[src/rtl/mult_pkg.sv]
// Shared definitions for the shift-and-add multiplier: default sizing and FSM states.
package mult_pkg;

  localparam int DEF_WIDTH = 32;
  localparam int DEF_CNT_W = 6;

  typedef enum logic [1:0] {
    ST_IDLE = 2'd0,
    ST_RUN  = 2'd1,
    ST_SIGN = 2'd2,
    ST_DONE = 2'd3
  } state_t;

endpackage

[src/rtl/mult_unit_if.sv]
// Request/result bundle between the ID/EX operand stage and the multiplier.
interface mult_unit_if #(
  parameter int WIDTH = 32
);

  logic             start;
  logic             is_signed;
  logic [WIDTH-1:0] a;
  logic [WIDTH-1:0] b;
  logic             busy;
  logic             done;
  logic [WIDTH-1:0] hi;
  logic [WIDTH-1:0] lo;

  // Operand side drives the request and observes the result.
  modport master (
    output start, is_signed, a, b,
    input  busy, done, hi, lo
  );

  // Multiplier side consumes the request and drives the result.
  modport slave (
    input  start, is_signed, a, b,
    output busy, done, hi, lo
  );

endinterface

[src/rtl/mult_add_stage.sv]
// One partial-product step: WIDTH-bit ripple adder returning {carry, sum}.
module mult_add_stage #(
  parameter int WIDTH = 32
) (
  input  logic [WIDTH-1:0] i_acc,
  input  logic [WIDTH-1:0] i_addend,
  output logic [WIDTH:0]   o_sum
);

  logic [WIDTH:0] w_carry;

  assign w_carry[0] = 1'b0;

  // Chain of full-adder cells, carry rippling from bit 0 upward.
  for (genvar g = 0; g < WIDTH; g++) begin : g_fa
    assign o_sum[g]       = i_acc[g] ^ i_addend[g] ^ w_carry[g];
    assign w_carry[g + 1] = (i_acc[g] & i_addend[g]) |
                            (w_carry[g] & (i_acc[g] ^ i_addend[g]));
  end

  assign o_sum[WIDTH] = w_carry[WIDTH];

endmodule

[src/rtl/mult_unit.sv]
// Multi-cycle MULT/MULTU unit: magnitudes are multiplied by shift-and-add,
// one partial product per clock, and the sign is applied in a final step.
module mult_unit
  import mult_pkg::*;
#(
  parameter int WIDTH = DEF_WIDTH,
  parameter int CNT_W = DEF_CNT_W
) (
  input logic       clk,
  input logic       rst,
  mult_unit_if.slave bus
);

  localparam logic [CNT_W-1:0] LAST_CNT = CNT_W'(WIDTH - 1);

  state_t             r_state;
  logic [WIDTH-1:0]   r_mag_a;
  logic               r_neg;
  // The carry of each add lands in the MSB after the shift, so the
  // accumulator's extra top bit is always zero and is not stored.
  logic [WIDTH-1:0]   r_acc;
  logic [WIDTH-1:0]   r_mplr;
  logic [CNT_W-1:0]   r_count;
  logic               r_busy;
  logic               r_done;
  logic [WIDTH-1:0]   r_hi;
  logic [WIDTH-1:0]   r_lo;

  logic [WIDTH-1:0]   w_mag_a;
  logic [WIDTH-1:0]   w_mag_b;
  logic [WIDTH-1:0]   w_addend;
  logic [WIDTH:0]     w_sum;
  logic [2*WIDTH-1:0] w_raw;
  logic [2*WIDTH-1:0] w_prod;

  // Operand magnitudes; the most-negative value maps to 2^(WIDTH-1) unsigned.
  always_comb begin
    w_mag_a = bus.a;
    w_mag_b = bus.b;
    if (bus.is_signed && bus.a[WIDTH-1]) begin
      w_mag_a = ~bus.a + {{(WIDTH-1){1'b0}}, 1'b1};
    end else begin
      w_mag_a = bus.a;
    end
    if (bus.is_signed && bus.b[WIDTH-1]) begin
      w_mag_b = ~bus.b + {{(WIDTH-1){1'b0}}, 1'b1};
    end else begin
      w_mag_b = bus.b;
    end
  end

  // Multiplicand is added only when the current multiplier bit is set.
  always_comb begin
    w_addend = '0;
    if (r_mplr[0]) begin
      w_addend = r_mag_a;
    end else begin
      w_addend = '0;
    end
  end

  mult_add_stage #(.WIDTH(WIDTH)) u_add (
    .i_acc    (r_acc),
    .i_addend (w_addend),
    .o_sum    (w_sum)
  );

  // Final sign fix-up of the unsigned product.
  always_comb begin
    w_raw  = {r_acc, r_mplr};
    w_prod = w_raw;
    if (r_neg) begin
      w_prod = ~w_raw + {{(2*WIDTH-1){1'b0}}, 1'b1};
    end else begin
      w_prod = w_raw;
    end
  end

  // Control FSM with datapath registers and registered flags/results.
  always_ff @(posedge clk) begin
    if (rst) begin
      r_state <= ST_IDLE;
      r_mag_a <= '0;
      r_neg   <= 1'b0;
      r_acc   <= '0;
      r_mplr  <= '0;
      r_count <= '0;
      r_busy  <= 1'b0;
      r_done  <= 1'b0;
      r_hi    <= '0;
      r_lo    <= '0;
    end else begin
      case (r_state)
        ST_IDLE, ST_DONE: begin
          r_done <= 1'b0;
          if (bus.start) begin
            r_mag_a <= w_mag_a;
            r_mplr  <= w_mag_b;
            r_neg   <= bus.is_signed & (bus.a[WIDTH-1] ^ bus.b[WIDTH-1]);
            r_acc   <= '0;
            r_count <= '0;
            r_busy  <= 1'b1;
            r_state <= ST_RUN;
          end else begin
            r_busy  <= 1'b0;
            r_state <= ST_IDLE;
          end
        end
        ST_RUN: begin
          // Shift {carry, sum, mplr} right by one place.
          r_acc   <= w_sum[WIDTH:1];
          r_mplr  <= {w_sum[0], r_mplr[WIDTH-1:1]};
          r_count <= r_count + {{(CNT_W-1){1'b0}}, 1'b1};
          if (r_count == LAST_CNT) begin
            r_state <= ST_SIGN;
          end else begin
            r_state <= ST_RUN;
          end
        end
        ST_SIGN: begin
          r_hi    <= w_prod[2*WIDTH-1:WIDTH];
          r_lo    <= w_prod[WIDTH-1:0];
          r_busy  <= 1'b0;
          r_done  <= 1'b1;
          r_state <= ST_DONE;
        end
        default: begin
          r_busy  <= 1'b0;
          r_done  <= 1'b0;
          r_state <= ST_IDLE;
        end
      endcase
    end
  end

  assign bus.busy = r_busy;
  assign bus.done = r_done;
  assign bus.hi   = r_hi;
  assign bus.lo   = r_lo;

endmodule

[src/flat_wrapper.sv]
// flat-port wrapper written by rule: the top's interface ports become plain ports
module mult_unit_flat import mult_pkg::*;
#(
  parameter int WIDTH = DEF_WIDTH,
  parameter int CNT_W = DEF_CNT_W
)
  (clk, rst, bus_start, bus_is_signed, bus_a, bus_b, bus_busy, bus_done, bus_hi, bus_lo);
  mult_unit_if #(.WIDTH(WIDTH)) bus_i ();
  input logic clk;
  input logic rst;
  input wire logic [$bits(bus_i.start)-1:0] bus_start;
  input wire logic [$bits(bus_i.is_signed)-1:0] bus_is_signed;
  input wire logic [$bits(bus_i.a)-1:0] bus_a;
  input wire logic [$bits(bus_i.b)-1:0] bus_b;
  output wire logic [$bits(bus_i.busy)-1:0] bus_busy;
  output wire logic [$bits(bus_i.done)-1:0] bus_done;
  output wire logic [$bits(bus_i.hi)-1:0] bus_hi;
  output wire logic [$bits(bus_i.lo)-1:0] bus_lo;
  assign bus_i.start = bus_start;
  assign bus_i.is_signed = bus_is_signed;
  assign bus_i.a = bus_a;
  assign bus_i.b = bus_b;
  assign bus_busy = bus_i.busy;
  assign bus_done = bus_i.done;
  assign bus_hi = bus_i.hi;
  assign bus_lo = bus_i.lo;
  mult_unit #(.WIDTH(WIDTH), .CNT_W(CNT_W)) u_core (.clk(clk), .rst(rst), .bus(bus_i));
endmodule
[config.mk]
export PLATFORM = sky130hd
export DESIGN_NAME = mult_unit_flat
export DESIGN_NICKNAME = d
export VERILOG_FILES = /design/src/rtl/mult_pkg.sv /design/src/rtl/mult_unit_if.sv /design/src/rtl/mult_add_stage.sv /design/src/rtl/mult_unit.sv /design/src/flat_wrapper.sv
export SDC_FILE = /design/constraint.sdc
export NUM_CORES = 1
export LEC_CHECK = 0
export CORE_MARGIN = 8
export CORE_UTILIZATION = 55
export DETAILED_ROUTE_END_ITERATION = 10
export PLACE_DENSITY = 0.78
export SETUP_SLACK_MARGIN = 0.05
export SYNTH_ARGS = -nofsm -noshare
export SYNTH_HDL_FRONTEND = slang
export SYNTH_SLANG_ARGS = --single-unit
[constraint.sdc]
create_clock -name clk -period 18.81 [get_ports clk]
set_clock_uncertainty 0.2 [all_clocks]
set_input_delay 3.762 -clock clk [delete_from_list [all_inputs] [get_ports clk]]
set_output_delay 3.762 -clock clk [all_outputs]
set_load 0.05 [all_outputs]
# After elaboration in Yosys (flattened, before gate mapping)
# Cells that the tools add are included.
[op_classes] n_addsub=4 eq_ne=5 mux=16 n_bitwise=162 n_reduce_logical=8
[op_table] operator="$mux 32" n=5
[op_table] operator="$pmux 32 s2" n=2
[op_table] operator="$add 32x1->32 const B" n=2
[op_table] operator="$add 64x1->64 const B" n=1
[op_table] operator="$and 1x1->1" n=64
[op_table] operator="$mux 64" n=1
[op_table] operator="$not 32->32" n=2
[op_table] operator="$not 64->64" n=1
[op_table] operator="$xor 1x1->1" n=64
[op_table] operator="$or 1x1->1" n=31
[op_table] operator="$pmux 6 s2" n=1
[op_table] operator="$add 6x1->6 const B" n=1
[op_table] operator="$eq 6x5->1 const B" n=1
[op_table] operator="$mux 6" n=1
[op_table] operator="$pmux 2 s3" n=1
[op_table] operator="$eq 2x2->1 const B" n=2
[op_table] operator="$pmux 1 s2" n=2
[op_table] operator="$reduce_and 2->1" n=2
[op_table] operator="$reduce_bool 2->1" n=2
[op_table] operator="$eq 2x1->1 const B" n=1
[op_table] operator="$logic_and 1x1->1" n=2
[op_table] operator="$logic_not 2->1" n=1
[op_table] operator="$mux 1" n=2
[op_table] operator="$mux 2" n=1
[op_table] operator="other kinds (2)" n=2
[word_totals] regBits=171 inputBits=68 output_inout_bits=66 wordCells=205

# Longest topological paths before layout
# Gate-level depths: netlist of the first run.
[logic_depth] word_depth=65 depth_mapped=40 depth_no_buf=39

# Cells and area by module
# From an unflattened synthesis of the first run, not the netlist that was laid out.
[unflattened] cells_unflattened=1240 hier_area_um2=10114.7
[by_module_without_submodules] mod="mult_unit" n_inst=1 cells_each=1198 area_each_um2=9444.1 seq_area_each_um2=3423.3
[by_module_without_submodules] mod="mult_add_stage" n_inst=1 cells_each=42 area_each_um2=670.6 seq_area_each_um2=0.0

# Worst setup path after synthesis of the first run
# Ideal clock, no wire load.
[synth_timing] path_kind="flip-flop to flip-flop" start="register u_core.r_mplr[0]" end="register u_core.r_acc[30]" setup_time_ps=128 arrival_ps=12883 required_ps=18482 path_slack_ps=5600 path_stages_with_launch=40 n_path_buf=2 synth_period_minus_slack_ps=13210 path_cell_list="dfxtp_1 clkbuf_1 clkbuf_1 nand2_1 fa_1 fa_1 fa_1 fa_1 fa_1 fa_1 fa_1 fa_1 fa_1 fa_1 fa_1 fa_1 fa_1 fa_1 (+4 left out) fa_1 fa_1 fa_1 fa_1 fa_1 fa_1 fa_1 fa_1 fa_1 fa_1 fa_1 inv_1 fa_1 inv_1 fa_1 nor3_1 a21oi_1 nor2_1"
[synth_via] elab_chain_len=64 elab_cells_between_ends=125 classes_between="2 x mux; 123 x bitwise"
[synth_lines] item="start, declared" line="mult_unit.sv:22" text="logic [WIDTH-1:0] r_mplr;"
[synth_lines] item="start signal, assigned" line="mult_unit.sv:98" text="r_mplr <= w_mag_b;"
[synth_lines] item="start signal, assigned" line="mult_unit.sv:112" text="r_mplr <= {w_sum[0], r_mplr[WIDTH-1:1]};"
[synth_lines] item="$mux 32 *" line="mult_unit.sv:55" text="if (r_mplr[0]) begin"
[synth_lines] item="$and 1x1->1 or $xor 1x1->1 (tied branches)" line="mult_add_stage.sv:17, mult_add_stage.sv:18"
[synth_lines] item="$and 1x1->1" line="mult_add_stage.sv:18" text="(w_carry[g] & (i_acc[g] ^ i_addend[g]));"
[synth_lines] item="$or 1x1->1" line="mult_add_stage.sv:17" text="assign w_carry[g + 1] = (i_acc[g] & i_addend[g]) |"
[synth_lines] item="$and 1x1->1" line="mult_add_stage.sv:18"
[synth_lines] item="$or 1x1->1" line="mult_add_stage.sv:17"
[synth_lines] item="$and 1x1->1" line="mult_add_stage.sv:18"
[synth_lines] item="$or 1x1->1" line="mult_add_stage.sv:17"
[synth_lines] item="(+48 left out)"
[synth_lines] item="$and 1x1->1" line="mult_add_stage.sv:18"
[synth_lines] item="$or 1x1->1" line="mult_add_stage.sv:17"
[synth_lines] item="$and 1x1->1" line="mult_add_stage.sv:18"
[synth_lines] item="$or 1x1->1" line="mult_add_stage.sv:17"
[synth_lines] item="$and 1x1->1" line="mult_add_stage.sv:18"
[synth_lines] item="$or 1x1->1" line="mult_add_stage.sv:17"
[synth_lines] item="$xor 1x1->1 *" line="mult_add_stage.sv:16" text="assign o_sum[g] = i_acc[g] ^ i_addend[g] ^ w_carry[g];"
[synth_lines] item="$pmux 32 s2 *" line="mult_unit.sv:93" text="case (r_state)"
[synth_lines] item="end signal, assigned" line="mult_unit.sv:111" text="r_acc <= w_sum[WIDTH:1];"
[synth_lines] item="end, declared" line="mult_unit.sv:21" text="logic [WIDTH-1:0] r_acc;"
# Every way passes the cells marked *; elsewhere a longest branch is shown, timed or not.
# A chain may end at the register's enable or synchronous reset.

# Worst setup path after layout of the first run
# Same ends and word-level chain as after synthesis.

==> qor.csv, run 1 <==
metric;value;unit
status;complete, no violations;
start_kind;flip-flop;
cpMaxStageDelayCell;dfxtp_1;
final-hold-violation-count;0;
io_pins;134;
ctsRootBufferMaster;clkbuf_16;
cts_setup_buffers;0;
h-tree-depth;4;
ys_top_cells_by_area;dfxtp_1 (34%), nor2_1 (6.3%), fa_1 (6.2%);
fillerInstances;1523;
grt.total_usage;24.9;%
drtPass1Iterations;6;
holdBufCountCts;0;
synth_top_area_share;34.0;%
grt_pass1_wl;45700;µm
rsz0062_at_grt;no;
yosys.cell_types.count;61;
antenna_found_initial;0;
drt_iter0_markers;893;
cap_violations;0;
ys_seq_area_share;34.0;%
intPower;0.636;mW
port-buffer-count;133;
slew_violations;0;
worstPathMaxFanout;15;
dieArea;22900;µm²
grt_max_degree;103;
netlist_area;10100;µm²
place.gp.congestion;0.933;
combinationalPowerShare;16.5;%
min_path_type;reg2reg;
setup_viol;0;
end_kind;flip-flop;
fmax;72.8;MHz
final_cells;1583;
clock-sinks;171;
ys_async_sr_fraction;0;%
vias;9577;
clockPowerShare;39.6;%
cts_tree;built;
overflow;0;
slowest_delay;0.57;ns
setup-tns-final;0;ns
relSlewSlack;23.6;%
yosysTopAreaCell;dfxtp_1;
worstSetupPathType;reg2reg;
fin_crit;13.74;ns
avgSynthCellArea;7.94;µm²
die-width;151;µm
worstMarginPinSlew;1.14;ns
p_sw_share;29.5;%
hpwl;20600;µm
wl_per_cell;17.7;µm
antennaDiodeCount;0;
seqPwrFrac;44.0;%
nets;1448;
vias_per_cell;6.05;
ys.flop_type;dfxtp_1;
cpMostUsedCell;fa_1;
numCtsBuffers;17;
leakage;3.87;nW
power_density;74.9;nW/µm²
clk_latency;0.44;ns
synth_edf_count;0;
fp-row-count;49;
syn_inst;1268;
grt_pass1_vias;8831;
clockBufferDepth;2;
min_period_over_period;73.1;%
drc_errors;0;
switching_power;0.266;mW
ys_ff_latch;171;
peakVddDrop;0.0000635;V
die_y;151;µm
area_delta_synth_final;19.7;%
placed_cells;1551;
yosysWarnings;0;
arrival;13.83;ns
initial_core_util;56.0;%
wirelength;28000;µm
layout-drive-gt1-share;5.24;%
synthesis.nets;1375;
ant_nets;0;
cp.required;18.89;ns
core-area;18000;µm²
cts.reportedPaths.clkPinSlew;0.07;ns
cts_resized;0;
-- logic make-up (layout without fill, tap and decap cells) --
logic type                 count (synthesis)  in the layout  synth area share (%)
and+or+nand+nor                          512            512                  24.3
AOI/OAI and AO/OA                        293            293                  19.4
DFF                                      171            171                  34.0
buffers and inverters                    142            228                  5.36
xor gates and xnor gates                 102            102                  8.87
adders and majority gates                 39             39                  7.16
muxes                                      9              9                 0.895
-- layout by cell type (no fill, tap or decap), types with 9 or more instances in the layout --
cell type,Yosys,routed
clkbuf_16,0,17
nor3_1,82,82
buf_4,1,13
nand3_1,18,18
o21ai_0,36,36
xor2_1,53,53
o31ai_1,22,22
a311o_1,9,9
or4_1,13,13
fa_1,31,31
or3_1,32,32
or2_2,10,10
inv_1,50,50
o211ai_1,11,11
a21oi_1,82,81
a22oi_1,13,13
xnor2_1,49,49
dfxtp_1,171,171
mux2i_1,9,9
nor4_1,22,22
nand2_1,115,115
nand4_1,15,15
a211oi_1,58,58
a31oi_1,16,16
nor2_1,170,170
clkdlybuf4s50_1,0,132
-- worst paths after layout --
path,startpoint,end,slack (ns),cells past startpoint
max,u_core.r_mplr[0],u_core.r_acc[30],5.07,39
min,u_core.r_mag_a[28],u_core.r_mag_a[28],0.26,2
max reg2reg,u_core.r_mplr[0],u_core.r_acc[30],5.07,39
min reg2reg,u_core.r_mag_a[28],u_core.r_mag_a[28],0.26,2
-- power groups by stage --
| stage | clock (mW) | sequential, mW | combinational [mW] |
|---|---|---|---|
| global placement | 0 | 0.403 | 0.144 |
| floorplan | 0 | 0.395 | 0.103 |
| global route | 0.375 | 0.399 | 0.164 |
| CTS | 0.359 | 0.396 | 0.146 |
| finish | 0.357 | 0.397 | 0.149 |
| detailed placement | 0 | 0.404 | 0.145 |
-- flip-flops by register name, summed over array words and instances (netlist names) --
register         count
u_core.r_mag_a      32
u_core.bus.busy      1
u_core.r_mplr       32
u_core.bus.done      1
u_core.r_neg         1
u_core.r_acc        32
u_core.bus.lo       32
u_core.bus.hi       32
u_core.r_count       6
u_core.r_state       2
-- worst max-delay path: cells and delay by family, from the launching register on --
kind,cells,cell delay [ns]
compound gates,1,0.14
buf+inv,3,0.17
flops,1,0.57
simple gates,3,0.29
fa+ha+maj,32,12.23
-- synthesized netlist by cell type, types with 7 or more instances --
cell      count
o21ai_0      36
clkbuf_1     74
nand3_1      18
or4_1        13
o211ai_1     11
mux2i_1       9
o21ai_1       9
or2_2        10
and2_1        7
ha_1          8
a21oi_1      82
or3_1        32
nor2_1      170
a311oi_1      8
a211oi_1     58
buf_1        14
a22oi_1      13
nand4_1      15
nand2_1     115
a311o_1       9
a31oi_1      16
nor3_1       82
xor2_1       53
o31ai_1      22
dfxtp_1     171
xnor2_1      49
fa_1         31
nor4_1       22
inv_1        50
-- routing by layer --
layer  track usage (%)  vias to the layer above  wire length (µm)
met5                 0                        -                 0
met4              7.57                        0               397
met3              4.90                       35              2910
met2              35.6                      461             11600
met1              36.9                     4436             13100
li1                  -                     4645                 -
-- through the flow --
step	power [mW]	instance area (µm²)	setup slack (ns)	hold WS [ns]	util [%]
after floorplan	0.498	10100	5.60	0.221	-
final	0.903	12100	5.07	0.257	67.1
after global routing	0.937	12100	4.59	0.279	67.1
after CTS	0.902	12100	5.11	0.257	67.1
after global placement	0.547	11500	5.35	0.236	63.8
after detailed placement	0.549	11500	5.20	0.246	63.8
-- final cells by class --
class	instances	area, µm²	area share [%]
clock buffer	18	439	3.64
clock inverter	14	158	1.31
inverter	51	191	1.59
multi-input combinational	955	6130	50.9
sequential	171	3420	28.4
tap	229	287	2.38
timing repair buffer	145	1420	11.8
(Power assumes the default switching activity.)
==> run 2, diff against run 1 <==
- clock period: 18.81 -> 14 ns (I/O delays scaled with it)
==> run 2 against run 1 <==
  * Sequential power rose by 34%
  * Sequential share of layout area fell by 0.082 points
  * Via count increased by 0.47%
  * Highest routed layer unchanged
  * Critical endpoint unchanged
  * Global-route usage decreased by 0.43 points
==> qor.csv, run 2 (synthesis results as in run 1) <==
metric;value;unit
fmax;74.6;MHz
placed_cells;1551;
setup-tns-final;0;ns
dieArea;22900;µm²
cpMostUsedCell;fa_1;
p_total;1.23;mW
crit_path_start;u_core.r_acc[0];
worstMarginPinSlew;1.02;ns
nets;1448;
slowest_delay;0.47;ns
min_period_over_period;95.7;%
worst_hold_path.num_cells;2;
dp_slack;0.693;ns
vias;9622;
ant_nets;0;
cts_setup_buffers;0;
leakage;3.88;nW
place.gp.congestion;0.911;
status;complete, no violations;
final_common_cell;dfxtp_1;
initial_core_util;56.0;%
start_kind;flip-flop;
h-tree-depth;4;
final_cells;1583;
clk_latency;0.43;ns
holdBufCountCts;0;
numCtsBuffers;17;
grt_pass1_vias;8633;
r2r_cells;38;
clockBufferDepth;2;
power_density;102;nW/µm²
worstPathMaxFanout;8;
final_util;67.3;%
holdCritStartpoint;u_core.r_mag_a[28];
fillerInstances;1537;
drc_errors;0;
fin_worst_hold_slack;0.244;ns
port-buffer-count;133;
antennaDiodeCount;0;
core-area;18000;µm²
setup_slack;0.602;ns
r2r-end;u_core.r_acc[30];
cap_violations;0;
fp-row-count;49;
relSlewSlack;31.7;%
ctsRootBufferMaster;clkbuf_16;
overflow;0;
seqCellArea;3420;µm²
grt_pass1_wl;44900;µm
arrival;13.48;ns
worstSetupPathType;reg2reg;
grt.total_usage;24.5;%
area_delta_synth_final;20.0;%
antenna_found_initial;0;
grt_max_degree;102;
peakVddDrop;0.0000864;V
rsz0062_at_grt;no;
end_kind;flip-flop;
worstReg2RegStart;u_core.r_acc[0];
hpwl;20500;µm
wirelength;28000;µm
fin_crit;13.40;ns
wl_per_cell;17.7;µm
final-hold-violation-count;0;
min_path_type;reg2reg;
final_cell_mix;dfxtp_1 (171), nor2_1 (170), clkdlybuf4s50_1 (132), nand2_1 (115), nor3_1 (82);
cts_tree;built;
placed_area;11500;µm²
clock-sinks;171;
slew_violations;0;
setup_viol;0;
drtPass1Iterations;6;
path_buf_inv;3;
crit_end;u_core.r_acc[30];
vias_per_cell;6.08;
path_depth;38;
multiInputGateArea;6130;µm²
cpMaxStageDelayCell;dfxtp_1;
crit_family;adder cells;
die_y;151;µm
drt_iter0_markers;984;
cts.reportedPaths.clkPinSlew;0.06;ns
layout-drive-gt1-share;5.17;%
cp.required;14.08;ns
final_cell_area;12100;µm²
io_pins;134;
r2r_setup_slack;0.60;ns
cts_resized;0;
die-width;151;µm
## run 2: power breakdown
group          switching [mW]  leakage [nW]  total [mW]  internal (mW)
registers              0.0271          1.39       0.533          0.506
logic                   0.122          2.20       0.201         0.0783
clock network           0.196         0.298       0.501          0.305
## run 2: area by class of cell
type	instances	area share (%)
Multi-Input combinational cell	955	50.8
Clock inverter	9	1.11
Clock buffer	23	4.12
Timing Repair Buffer	145	11.7
Tap cell	229	2.37
Sequential cell	171	28.3
Inverter	51	1.58
## run 2: worst min path at each step
| stage | endpoint | slack (ns) |
|---|---|---|
| floorplan | u_core.r_mag_a[30] | 0.22 |
| finish | u_core.r_mag_a[28] | 0.24 |
| global route | u_core.r_mag_a[28] | 0.27 |
| CTS | u_core.r_mag_a[28] | 0.25 |
| global placement | u_core.r_mag_a[14] | 0.24 |
| detailed placement | u_core.r_mag_a[28] | 0.24 |
## run 2: worst min-delay path, cell delays in order (launching register included)
cell and delay (ns):
dfxtp_1 0.31, nand2_1 0.05, o21ai_1 0.05
## run 2: metal layers
metal	GRT usage, %	up-vias	routed length (µm)
li1	-	4655	-
met1	36.5	4486	13300
met2	34.3	439	11400
met3	5.89	42	2910
met4	6.33	0	422
met5	0	-	0
